<file path="config.mk">
export PLATFORM = sky130hd
export DESIGN_NAME = instr_seq
export DESIGN_NICKNAME = d
export VERILOG_FILES = /design/src/rtl/instr_seq_pkg.sv /design/src/rtl/instr_seq.sv
export SDC_FILE = /design/constraint.sdc
export NUM_CORES = 1
export LEC_CHECK = 0
export CAP_MARGIN = 40
export CORE_AREA = 4 4 69 52
export DETAILED_ROUTE_END_ITERATION = 8
export DIE_AREA = 0 0 73 56
export HOLD_SLACK_MARGIN = 0.03
export PLACE_DENSITY = 0.7
export REMOVE_ABC_BUFFERS = 1
export SLEW_MARGIN = 20
export SYNTH_ARGS = -nofsm -noshare
export SYNTH_HDL_FRONTEND = slang
export SYNTH_SLANG_ARGS = --single-unit
</file>
<file path="constraint.sdc">
create_clock -name clk -period 2.6 [get_ports clk]
set_clock_uncertainty 0.2 [all_clocks]
set_input_delay 0.52 -clock clk [delete_from_list [all_inputs] [get_ports clk]]
set_output_delay 0.52 -clock clk [all_outputs]
set_load 0.03 [all_outputs]
</file>
<file path="src/rtl/instr_seq_pkg.sv">
// Shared definitions for the instruction sequencer: opcode and state encodings
// plus the fixed 8-bit instruction field layout.
package instr_seq_pkg;

    typedef enum logic [2:0] {
        OP_NOP  = 3'd0,
        OP_CMD  = 3'd1,
        OP_LDJ  = 3'd2,
        OP_JMP  = 3'd3,
        OP_LDC  = 3'd4,
        OP_DJNZ = 3'd5,
        OP_WAIT = 3'd6,
        OP_HALT = 3'd7
    } opcode_t;

    typedef enum logic [2:0] {
        ST_IDLE      = 3'd0,
        ST_FETCH     = 3'd1,
        ST_EXEC      = 3'd2,
        ST_OPND_WAIT = 3'd3,
        ST_OPND      = 3'd4,
        ST_WAIT_EV   = 3'd5,
        ST_WAIT_CMD  = 3'd6,
        ST_HALT      = 3'd7
    } state_t;

    localparam int OP_MSB   = 7;
    localparam int OP_LSB   = 5;
    localparam int IMM_MSB  = 4;
    localparam int IMM_W    = 5;
    localparam int CNT_W    = 5;
    localparam int MAX_EV   = 4;

endpackage

</file>
<file path="src/rtl/instr_seq.sv">
// Instruction sequencer: fetches 8-bit instructions from an external synchronous
// memory, steering its address with relative inc/jump strobes only.
module instr_seq
    import instr_seq_pkg::*;
#(
    parameter int WIDTH_INSTR = 8,
    parameter int WIDTH_ADDR  = 8,
    parameter int NUM_EV      = 4
) (
    input  logic                   rstn,
    input  logic                   clk,
    input  logic                   start,
    input  logic [WIDTH_INSTR-1:0] instr,
    output logic                   inc,
    output logic                   jump,
    output logic                   we_jump,
    output logic [WIDTH_ADDR-1:0]  data_jump,
    input  logic [NUM_EV-1:0]      ev,
    output logic                   cmd_valid,
    output logic [IMM_W-1:0]       cmd_data,
    input  logic                   cmd_ready,
    output logic                   busy,
    output logic                   halted
);

    state_t            state_reg, state_next;
    logic [CNT_W-1:0]  count_reg, count_next;
    logic              cmd_valid_reg;
    logic [IMM_W-1:0]  cmd_data_reg;
    logic [1:0]        wait_idx_reg;
    logic              cmd_load;
    logic [MAX_EV-1:0] ev_pad;

    opcode_t          op;
    logic [IMM_W-1:0] imm;

    assign op  = opcode_t'(instr[OP_MSB:OP_LSB]);
    assign imm = instr[IMM_MSB:0];

    // Event indices beyond NUM_EV read as permanently asserted.
    genvar gi;
    generate
        for (gi = 0; gi < MAX_EV; gi++) begin : g_ev_pad
            if (gi < NUM_EV) begin : g_real
                assign ev_pad[gi] = ev[gi];
            end else begin : g_tied
                assign ev_pad[gi] = 1'b1;
            end
        end
    endgenerate

    always_comb begin
        state_next = state_reg;
        count_next = count_reg;
        inc        = 1'b0;
        jump       = 1'b0;
        we_jump    = 1'b0;
        data_jump  = '0;
        cmd_load   = 1'b0;
        case (state_reg)
            ST_IDLE: begin
                if (start) state_next = ST_FETCH;
            end
            ST_FETCH: state_next = ST_EXEC;
            ST_EXEC: begin
                state_next = ST_FETCH;
                case (op)
                    OP_NOP: inc = 1'b1;
                    OP_CMD: begin
                        cmd_load   = 1'b1;
                        state_next = ST_WAIT_CMD;
                    end
                    OP_LDJ: begin
                        inc        = 1'b1;
                        state_next = ST_OPND_WAIT;
                    end
                    OP_JMP: jump = 1'b1;
                    OP_LDC: begin
                        count_next = imm;
                        inc        = 1'b1;
                    end
                    OP_DJNZ: begin
                        if (count_reg >= CNT_W'(2)) begin
                            count_next = count_reg - CNT_W'(1);
                            jump       = 1'b1;
                        end else begin
                            count_next = '0;
                            inc        = 1'b1;
                        end
                    end
                    OP_WAIT: begin
                        if (ev_pad[imm[1:0]]) inc = 1'b1;
                        else state_next = ST_WAIT_EV;
                    end
                    OP_HALT: state_next = ST_HALT;
                    default: state_next = ST_FETCH;
                endcase
            end
            ST_OPND_WAIT: state_next = ST_OPND;
            ST_OPND: begin
                we_jump    = 1'b1;
                data_jump  = instr[WIDTH_ADDR-1:0];
                inc        = 1'b1;
                state_next = ST_FETCH;
            end
            ST_WAIT_EV: begin
                if (ev_pad[wait_idx_reg]) begin
                    inc        = 1'b1;
                    state_next = ST_FETCH;
                end
            end
            ST_WAIT_CMD: begin
                if (cmd_ready) begin
                    inc        = 1'b1;
                    state_next = ST_FETCH;
                end
            end
            ST_HALT: begin
                if (start) begin
                    inc        = 1'b1;
                    state_next = ST_FETCH;
                end
            end
            default: state_next = ST_IDLE;
        endcase
    end

    always_ff @(posedge clk or negedge rstn) begin
        if (!rstn) begin
            state_reg     <= ST_IDLE;
            count_reg     <= '0;
            cmd_valid_reg <= 1'b0;
            cmd_data_reg  <= '0;
            wait_idx_reg  <= '0;
        end else begin
            state_reg <= state_next;
            count_reg <= count_next;
            if (cmd_load) begin
                cmd_valid_reg <= 1'b1;
                cmd_data_reg  <= imm;
            end else if (state_reg == ST_WAIT_CMD && cmd_ready) begin
                cmd_valid_reg <= 1'b0;
            end
            if (state_reg == ST_EXEC && op == OP_WAIT) wait_idx_reg <= imm[1:0];
        end
    end

    assign cmd_valid = cmd_valid_reg;
    assign cmd_data  = cmd_data_reg;
    assign busy      = (state_reg != ST_IDLE) && (state_reg != ST_HALT);
    assign halted    = (state_reg == ST_HALT);

endmodule
</file>
==> results.sh <==
export IMPL_p_per_area_nw_per_um2=983.0
export IMPL_ys_seq_elements=16
export IMPL_netlist_area_um2=1139
export IMPL_die_x_um=73
export IMPL_syn_area_per_cell_um2=9.732
export IMPL_core_area_um2=2999
export IMPL_dp_cells=210
export IMPL_worst_path_max_fanout=2
export IMPL_finalWorstSetupSlack_ps=-16.57
export IMPL_vias=1126
export IMPL_synthAdderAreaFrac_pct=2.198
export IMPL_drt_initial_drc_count=73
export IMPL_grt_pass1_vias=1112
export IMPL_tightest_slew_ps=322.2
export IMPL_synthXorXnorAreaFrac_pct=0.7692
export IMPL_syn_inst=117
export IMPL_grt_first_pass_wirelength_um=5464
export IMPL_arrival_ps=1900
export IMPL_slew_headroom_pct=78.48
export IMPL_clk_pin_slew_ps=60
export IMPL_fin_crit_ps=2617
export IMPL_synthFlopType="dfrtp_1"
export IMPL_cell_internal_pwr_mw=1.051
export IMPL_first_pass_iters=4
export IMPL_p_switching_mw=0.7212
export IMPL_yosys_warnings=0
export IMPL_root_buffer="clkbuf_8"
export IMPL_insertedDiodeCount=0
export IMPL_cap_violations=0
export IMPL_synthArstFlopShare_pct=100.0
export IMPL_timing_hold_ws_ps=308.8
export IMPL_start_util_pct=37.96
export IMPL_power_share_clock_pct=12.5
export IMPL_hpwl_um=2420
export IMPL_routed_wl_um=3198
export IMPL_dieArea_um2=4088
export IMPL_fin_nets=200
export IMPL_drv_slew=0
export IMPL_die_y_um=56
export IMPL_rsz0062_at_grt="true"
export IMPL_layout_cells_non_filler=219
export IMPL_synthSimpleGateAreaFrac_pct=25.82
export IMPL_dpl_instance_area_um2=1675
export IMPL_wire_per_inst_um=14.60
export IMPL_synth_compound_area_share_pct=18.46
export IMPL_layout_area_overhead_vs_synth_pct=58.35
export IMPL_pre_cts_ws_ps=-735.8
export IMPL_clk_latency_ps=250
export IMPL_required_ps=1880
export IMPL_ys_types=40
export IMPL_worstHoldPathType="reg2reg"
export IMPL_grt_antenna_before_repair=0
export IMPL_synth_edf_count=0
export IMPL_p_comb_share_pct=62.6
export IMPL_row_count=17
export IMPL_place_congestion=0.9542
export IMPL_worstSetupEndpointType="primary output"
export IMPL_fin_crit_sh_pct=100.6
export IMPL_grt_max_degree=17
export IMPL_ant_nets=0
export IMPL_leakage_nw=0.8645
export IMPL_io_buffers=34
export IMPL_violations="setup timing"
export IMPL_max_freq_mhz=382.2
export IMPL_cts_buffers=3
export IMPL_switching_share_pct=40.69
export IMPL_cts_max_level=1
export IMPL_drc=0
export IMPL_clockBufferDepth=2
export IMPL_ir_drop_v=0.0006458
export IMPL_p_seq_share_pct=24.9
export IMPL_grt_overflow=0
export IMPL_synth_top_family_by_area="simple AND/OR/NAND/NOR gates"
export IMPL_fillCellCount=249
export IMPL_utilization_pct=60.12
export IMPL_grt_usage_pct=17.10
export IMPL_post_route_cell_area_um2=1803
export IMPL_drive_gt1_share_pct=38.12
export IMPL_cts_num_sinks=16
export IMPL_postCtsHoldBufs=0
export IMPL_cts_tree="built"
export IMPL_muxShareOfSynthArea_pct=12.75
export IMPL_synth_seq_area_share_pct=35.16
export IMPL_vias_per_cell=5.142
export IMPL_status="finished with violations"
export IMPL_hold_viol_final=0
export IMPL_io_pins=35
export IMPL_setup_viol=1
export IMPL_worst_setup_path_start_kind="flip-flop"
export IMPL_crit_type="reg2out"
==> synth_stat cells (all sizes together), types with 2 or more instances <==
master / count / share of area, %
inv: 5 / 1.6
a21oi: 4 / 1.8
ha: 2 / 2.2
nand2b: 5 / 2.7
mux2: 8 / 7.9
and2: 8 / 4.4
nor2b: 2 / 1.1
nand2: 11 / 3.6
mux4: 2 / 4.0
nor2: 9 / 4.4
buf: 5 / 2.9
dfrtp: 16 / 35
o22ai: 2 / 1.1
a2bb2oi: 2 / 1.5
and3: 2 / 1.1
o41ai: 2 / 2.2
o21ai: 10 / 4.4
a22o: 3 / 2.3
nor3: 5 / 3.2
==> power by group through the flow <==
stage          registers (mW)  clock network [mW]  logic [mW]
2_1_floorplan           0.547                   0       0.458
3_3_place_gp            0.433                   0        1.00
3_5_place_dp            0.440                   0        1.02
4_1_cts                 0.442               0.228        1.08
5_1_grt                 0.456               0.239        1.20
6_report                0.441               0.221        1.11
==> cells in the final DEF, fill, tap and decap left out, types with 2 or more instances in the layout <==
cell type         n
mux2_2            8
o21ai_1           2
clkdlybuf4s50_1  16
a2bb2oi_1         2
o22ai_1           2
nor2_1            7
nor3_1            4
buf_4            38
o21ai_0           7
nand2b_1          5
clkbuf_8          4
nand2_1          11
dfrtp_1          16
inv_1             4
buf_6             2
and2_1            8
a22o_1            3
mux4_2            2
a21oi_1           4
dlygate4sd2_1     8
==> layout make-up <==
type	instances	area, µm²	share of cell area (%)
Tap cell	38	47.55	2.637
Timing Repair Buffer	66	561.8	31.16
Clock buffer	4	55.05	3.053
Sequential cell	16	400.4	22.21
Multi-Input combinational cell	90	719.4	39.90
Inverter	5	18.77	1.041
==> routing by layer <==
layer	part of all wire [%]	wire length [µm]	global-route usage, %
met4	0.84	27	3.947
met2	46	1468	25.61
met3	6.0	192	5.596
met1	47	1509	23.60
met5	0	0	0
==> cell families (layout without fill, tap and decap cells) <==
group                    count (synthesis)  in the layout
buffers and inverters                   11             75
AND/OR/NAND/NOR                         47             47
AO/OA/AOI/OAI                           29             29
XOR/XNOR                                 1              1
adder cells (fa/ha/maj)                  2              2
multiplexers                            11             11
flip-flops                              16             16
==> worst max-delay path, stage by stage (launching register included) <==
cell	delay [ps]
dfrtp_1	360
inv_2	70
ha_4	160
or4_4	440
nor2_4	110
buf_4	120
a311oi_1	80
o21ai_1	140
buf_4	180
==> per-stage QoR <==
step	power (mW)	setup TNS, ps
floorplan	1.006	-248.7
global placement	1.438	-720.7
detailed placement	1.462	-750.7
CTS	1.746	-37.29
global route	1.896	-157.9
finish	1.772	-16.57
==> worst paths after layout <==
path | from | end | slack (ps) | cells after the start
max in group asynchronous | rstn | count_reg[1] | 1640 | 2
worst min register to register | cmd_data[1] | cmd_data[1] | 310 | 1
worst max-delay path | count_reg[0] | inc | -20 | 8
min in group asynchronous | rstn | count_reg[2] | 380 | 2
worst min-delay path | cmd_data[1] | cmd_data[1] | 310 | 1
worst max register to register | count_reg[0] | count_reg[2] | 520 | 8
==> timing repair <==
item | in CTS | in global routing
pin swaps | 5 | 4
endpoints found under the setup margin | 5 | 3
gates resized for setup | 28 | 4
setup buffers | 3 | 2
Power figures use the tool's default switching activity.
